===== config.mk =====
export PLATFORM = sky130hd
export DESIGN_NAME = sync_adder_flat
export DESIGN_NICKNAME = d
export VERILOG_FILES = /design/src/rtl/sync_adder_if.sv /design/src/rtl/sync_adder.sv /design/src/flat_wrapper.sv
export SDC_FILE = /design/constraint.sdc
export NUM_CORES = 1
export LEC_CHECK = 0
export CAP_MARGIN = 25
export CORE_MARGIN = 2
export CORE_UTILIZATION = 43
export CTS_CLUSTER_SIZE = 12
export DETAILED_ROUTE_END_ITERATION = 8
export PLACE_DENSITY = 0.79
export SYNTH_ARGS = -nofsm -noshare
export SYNTH_HDL_FRONTEND = slang
export SYNTH_SLANG_ARGS = --single-unit

===== constraint.sdc =====
create_clock -name clk -period 4.7 [get_ports clk]
set_input_delay 0.94 -clock clk [delete_from_list [all_inputs] [get_ports clk]]
set_output_delay 0.94 -clock clk [all_outputs]
set_load 0.02 [all_outputs]

===== src/rtl/sync_adder_if.sv =====
// sync_adder_if: operand/result bundle for sync_adder.
// The master side drives enable/a/b and observes sum/valid; the slave side
// (the adder) does the reverse. When SYNC_ADDER_STATS_EN is defined the
// bundle also carries the two statistics counters produced by the adder.
interface sync_adder_if #(
  parameter int WIDTH = 8
);
  logic             enable;
  logic [WIDTH-1:0] a;
  logic [WIDTH-1:0] b;
  logic [WIDTH:0]   sum;
  logic             valid;
`ifdef SYNC_ADDER_STATS_EN
  logic [31:0]      result_count;
  logic [31:0]      carry_count;
`endif

`ifdef SYNC_ADDER_STATS_EN
  modport master (output enable, a, b, input sum, valid, result_count, carry_count);
  modport slave  (input enable, a, b, output sum, valid, result_count, carry_count);
`else
  modport master (output enable, a, b, input sum, valid);
  modport slave  (input enable, a, b, output sum, valid);
`endif
endinterface


===== src/rtl/sync_adder.sv =====
// sync_adder: registered unsigned adder with full-precision sum (carry kept
// in the MSB) and a valid strobe aligned with each result.
// Pipeline depth is LATENCY stages (1..4, anything else falls back to 1).
// Every stage carries its own valid bit; a stage's data only moves when the
// valid feeding it is high, so sum holds the last result while idle.
// Optional macro SYNC_ADDER_STATS_EN adds saturating result_count and
// carry_count outputs on the interface.
module sync_adder #(
  parameter int WIDTH   = 8,
  parameter int LATENCY = 1
) (
  input logic        clk,
  input logic        rst,
  sync_adder_if.slave bus
);

  localparam int LAT = ((LATENCY >= 1) && (LATENCY <= 4)) ? LATENCY : 1;

  // Zero-extend both operands so the carry lands in the extra MSB.
  function automatic logic [WIDTH:0] add_full(input logic [WIDTH-1:0] x,
                                              input logic [WIDTH-1:0] y);
    return {1'b0, x} + {1'b0, y};
  endfunction

  // Increment that sticks at all-ones instead of wrapping.
  function automatic logic [31:0] sat_inc(input logic [31:0] c);
    return (c == '1) ? c : c + 32'd1;
  endfunction

  logic [WIDTH:0] sum_p [LAT];
  logic           vld_p [LAT];

  // Stage 0 samples operands on enable; later stages shift forward on their incoming valid.
  always_ff @(posedge clk) begin
    if (rst) begin
      for (int i = 0; i < LAT; i++) begin
        vld_p[i] <= 1'b0;
        sum_p[i] <= '0;
      end
    end else begin
      // stage 0: operand sample and add
      vld_p[0] <= bus.enable;
      if (bus.enable) begin
        sum_p[0] <= add_full(bus.a, bus.b);
      end
      // stages 1..LAT-1: delay line, data held when no valid arrives
      for (int i = 1; i < LAT; i++) begin
        vld_p[i] <= vld_p[i-1];
        if (vld_p[i-1]) begin
          sum_p[i] <= sum_p[i-1];
        end
      end
    end
  end

  assign bus.sum   = sum_p[LAT-1];
  assign bus.valid = vld_p[LAT-1];

`ifdef SYNC_ADDER_STATS_EN
  logic [31:0] result_cnt;
  logic [31:0] carry_cnt;

  // Count delivered results and those with carry-out, saturating at all-ones.
  always_ff @(posedge clk) begin
    if (rst) begin
      result_cnt <= '0;
      carry_cnt  <= '0;
    end else if (vld_p[LAT-1]) begin
      result_cnt <= sat_inc(result_cnt);
      if (sum_p[LAT-1][WIDTH]) begin
        carry_cnt <= sat_inc(carry_cnt);
      end
    end
  end

  assign bus.result_count = result_cnt;
  assign bus.carry_count  = carry_cnt;
`endif

endmodule


===== src/flat_wrapper.sv =====
// flat-port wrapper written by rule: the top's interface ports become plain ports
module sync_adder_flat 
#(
  parameter int WIDTH   = 8,
  parameter int LATENCY = 1
)
  (clk, rst, bus_enable, bus_a, bus_b, bus_sum, bus_valid);
  sync_adder_if #(.WIDTH(WIDTH)) bus_i ();
  input logic clk;
  input logic rst;
  input wire logic [$bits(bus_i.enable)-1:0] bus_enable;
  input wire logic [$bits(bus_i.a)-1:0] bus_a;
  input wire logic [$bits(bus_i.b)-1:0] bus_b;
  output wire logic [$bits(bus_i.sum)-1:0] bus_sum;
  output wire logic [$bits(bus_i.valid)-1:0] bus_valid;
  assign bus_i.enable = bus_enable;
  assign bus_i.a = bus_a;
  assign bus_i.b = bus_b;
  assign bus_sum = bus_i.sum;
  assign bus_valid = bus_i.valid;
  sync_adder #(.WIDTH(WIDTH), .LATENCY(LATENCY)) u_core (.clk(clk), .rst(rst), .bus(bus_i));
endmodule

After elaboration in Yosys (flattened, before gate mapping)
Memory sizes are Yosys's and may differ from the RTL's.
Cells that the tools add are included.
- reductions and logical operators: 2
- muxes and demuxes: 10
- $add $sub $neg: 1
- operators with widths (cell ; count):
    8-bit by 8-bit adder with 9-bit output ; 1
    1-bit 2-to-1 mux ; 9
    9-bit 2-to-1 mux ; 1
    9-bit OR reduction ; 1
    1-bit OR reduction ; 1
- register bits: 0
- output and inout port bits: 10
- input port bits: 19
- memories kept: 2
- bits in writable memories: 10
- memory list (name ; depth ; bits a word ; read ports ; clocked after Yosys merged registers in ; write ports ; RTL line ; text):
    u_core.sum_p ; 1 ; 9 ; 1 ; 0 ; 1 ; sync_adder.sv:30 ; logic [WIDTH:0] sum_p [LAT];
    u_core.vld_p ; 1 ; 1 ; 1 ; 0 ; 1 ; sync_adder.sv:31 ; logic vld_p [LAT];

Depth between registers and ports, before layout
- word-level depth: 5
- depth in mapped cells: 6
- gate-level depth less buffers: 6

Worst setup path after synthesis
OpenSTA, ideal clock, no wires.
- kind: input port to flip-flop
- start: input bus_b[0]
- end: memory u_core.sum_p[0][6] (netlist bit) (data pin)
- slack: 2.213 ns
- data required time: 4.441 ns
- stages: 6
- arrival time: 2.227 ns
- library setup time: 0.259 ns
- cells stage by stage: ha_1 fa_1 a21o_1 a31o_1 a211oi_1 nor2_1
- word-level cells in the longest chain between the ends: 2
- RTL lines (what ; RTL line ; text):
    start, declared ; flat_wrapper.sv:13 ; input wire logic [$bits(bus_i.b)-1:0] bus_b;
    8-bit by 8-bit adder with 9-bit output ; sync_adder.sv:22 ; return {1'b0, x} + {1'b0, y};
    9-bit 2-to-1 mux (no line) ; -- ;
    end, declared ; sync_adder.sv:30 ;
No other way between the ends.

Final worst setup path
- start: input bus_b[0]
- end: memory u_core.sum_p[0][8] (netlist bit) (data pin)
The elaborated chain is that of the path after synthesis.

==> summary by stage <==
Routing
The vias per cell is 5.198. The first TritonRoute pass finished after 3 iterations. The routed layout has 551 vias. In this run the remaining antenna-violating nets after routing total 0.

After detailed routing, the average wire length per cell comes to 12.30 um. The DRC violation count after routing is 0. For this block, the initial DRC count from the detailed router was 5. The wire length after detailed routing is 1304 um.

Final layout
The layout filler cell count is 119. The layout overhead on the synthesized area is 49.62%. The multi-input combinational cells in the finished layout cover a total of 364.1 um2.

The top cell types in the final layout, fill and taps aside, are clkdlybuf4s50_1 (28), edfxtp_1 (9), ha_1 (8). The register area is 290.3 um2. For this run, the post-layout net count is 119. The library cell used most frequently in the layout, excluding fill and tap cells, is clkdlybuf4s50_1. Cells fill 66.92% of the core in the end.

The final design instance area without fill is 984.7 um2. The antenna cell count is 0. Cells with a size suffix above 1 make up 8.889% of the layout.

STA
The remaining max-slew budget at the tightest pin is 79.48%. Setup violations remaining at the end of the flow were counted as 0. Setup total negative slack on the finished layout was measured at 0 ns. The top achievable clock speed is 364.2 MHz. The final number of max-transition violations is 0. The worst hold margin is 1.483 ns. The final cycle utilization of the critical path is 58.41%. For the pin with the worst max-slew slack, the measured transition is 0.3046 ns. The count of final hold-check violations is 0. Setup repair after global routing left no endpoint under its margin. The post-layout minimum cycle time is 2.745 ns.

Synthesis
The post-synth net total is 86. Among all flip-flop cells after synthesis, the most frequent one is edfxtp_1. The post-synthesis instance total is 58.

For this run, asynchronously set or reset flops after synthesis account for 0%. The share of the Yosys chip area taken by registers is 44.11%. In this run, synthesis produced a sequential element count of 10. Counting flops with a built-in enable in the synthesized netlist gives 9.

The area of the mapped netlist is 658.1 um2. After synthesis, the netlist uses 26 different library cells. Yosys printed 0 warnings. The mean post-synth cell area is 11.35 um2.

Worst setup path
The kind of critical path is input pin to flop. In this run the worst path has a maximum fanout of 3. The worst setup path is captured at a flop. STA classifies the critical path startpoint as an input pin. The worst path arrival time is 2.76 ns. STA puts the critical path data required time at 4.72 ns.

Floorplan
In this run the count of I/O pins placed on the die edge is 29. The die footprint is 1859 um2. The chip width is 43.12 um. From bottom edge to top edge, the die measures 43.12 um. For this configuration, the core starts out at a cell density of 44.73%. After floorplanning, the core was sized to cover 1471 um2.

The count of standard-cell rows is 14.

Clock tree
The cell chosen for the clock root is clkbuf_4. TritonCTS built the clock tree. CTS built an H-tree with a depth of 1. The clock drives 10 sinks. The post-CTS repair timing setup buffer count is 0.

In this run the deepest clock path goes through 2 buffers. The total CTS buffers is 3. After clock tree synthesis, the clock-pin slew on the worst setup and hold paths is 0.06 ns.

Buffers inserted to repair hold after CTS numbered 0. In this run, post-CTS repair resized a total of 0 instances.

Placement
The count of buffers from port buffering is 28. The routability congestion estimate is 0.7762. The cell area reported after detailed placement is 958.4 um2. The half-perimeter wire length of the detailed placement result is 1062 um.

Pwr
The worst supply voltage drop on vdd is 0.0001151 V. The areal power density over the cells is 260.8 nW/um2. The design draws 256.8 uW.

The total leakage power is 0.0003995 uW.

Run
The number of violations of the max-capacitance limit is 0.

GRT
After global routing the overflow that remains totals 0. The first global-routing pass estimated 2097 um of wire. The total routing usage reported by global routing is 15.22%.

The initial antenna violation count is 0. The largest net degree at the start of global routing is 10. The via count of the first global-routing pass is 486.

Min path
The tightest min-delay check is of the input pin to flop type. The number of instances on the worst hold path is 3.

Run status
The flow ran to the end, and the final reports show no timing, DRC or antenna violations.
[cell type report]
class | count | share of cell area [%]
inverters | 1 | 0.3812
well taps | 16 | 2.033
multi-input cells | 47 | 36.98
clock buffers | 4 | 2.668
repair buffers | 28 | 28.46
flip-flops and latches | 10 | 29.48
[stage by stage]
stage	cells	worst slack [ns]
final	106	1.955
after global routing	106	1.876
after CTS	106	1.958
after detailed placement	102	1.708
after global placement	102	1.720
after floorplan	58	2.213
[critical path, cell delays in order]
cell             delay [ns]
clkdlybuf4s50_1        0.41
ha_1                   0.23
fa_1                   0.40
a21o_1                 0.23
a311oi_2               0.33
o21ai_1                0.12
o211a_1                0.11
[metal layers]
metal / global-route usage (%) / vias to the layer above / share of wire (%)
li1: - / 287 / -
met1: 18.55 / 239 / 42
met2: 26.57 / 21 / 52
met3: 0 / 4 / 3.9
met4: 9.091 / 0 / 1.9
met5: 0 / - / 0
[Yosys cell counts (all sizes together), types with 2 or more instances]
master,count,share of area [%]
a211oi,2,3.0
a21o,2,2.3
a21oi,5,4.4
and2,2,1.9
edfxtp,9,41
ha,8,15
nand2,3,1.7
nor2,5,2.9
nor3,4,3.8
o21a,2,2.3
o21ai,4,3.0
xnor2,2,2.7
[logic make-up (layout without fill, tap and decap cells)]
| kind of cell | Yosys count | in the layout | synth area share, % |
|---|---|---|---|
| XOR/XNOR | 3 | 3 | 3.993 |
| AND/OR/NAND/NOR | 17 | 17 | 12.93 |
| flip-flops | 10 | 10 | 44.11 |
| adder cells (fa/ha/maj) | 9 | 9 | 18.25 |
| buffers and inverters | 1 | 33 | 0.5698 |
| AO/OA/AOI/OAI | 18 | 18 | 20.15 |
[report_power, final]
group	internal, uW	leakage [uW]	total [uW]	switching [uW]
clock	32.7	0.0000150	59.8	27.1
combinational	46.0	0.000279	88.3	42.3
sequential	107	0.000105	109	1.99
[path summary, 6_finish.rpt]
path / start / to / slack, ns
worst max-delay path: bus_b[0] / u_core.sum_p[0][8]$_SDFFCE_PN0P_ / 1.95
worst min-delay path: bus_a[0] / u_core.sum_p[0][0]$_SDFFCE_PN0P_ / 1.48
[flip-flops by register name, summed over array words and instances, names as in the netlist]
signal        cells
u_core.vld_p      1
u_core.sum_p      9
Note: power is estimated with default switching activity, not from simulation.
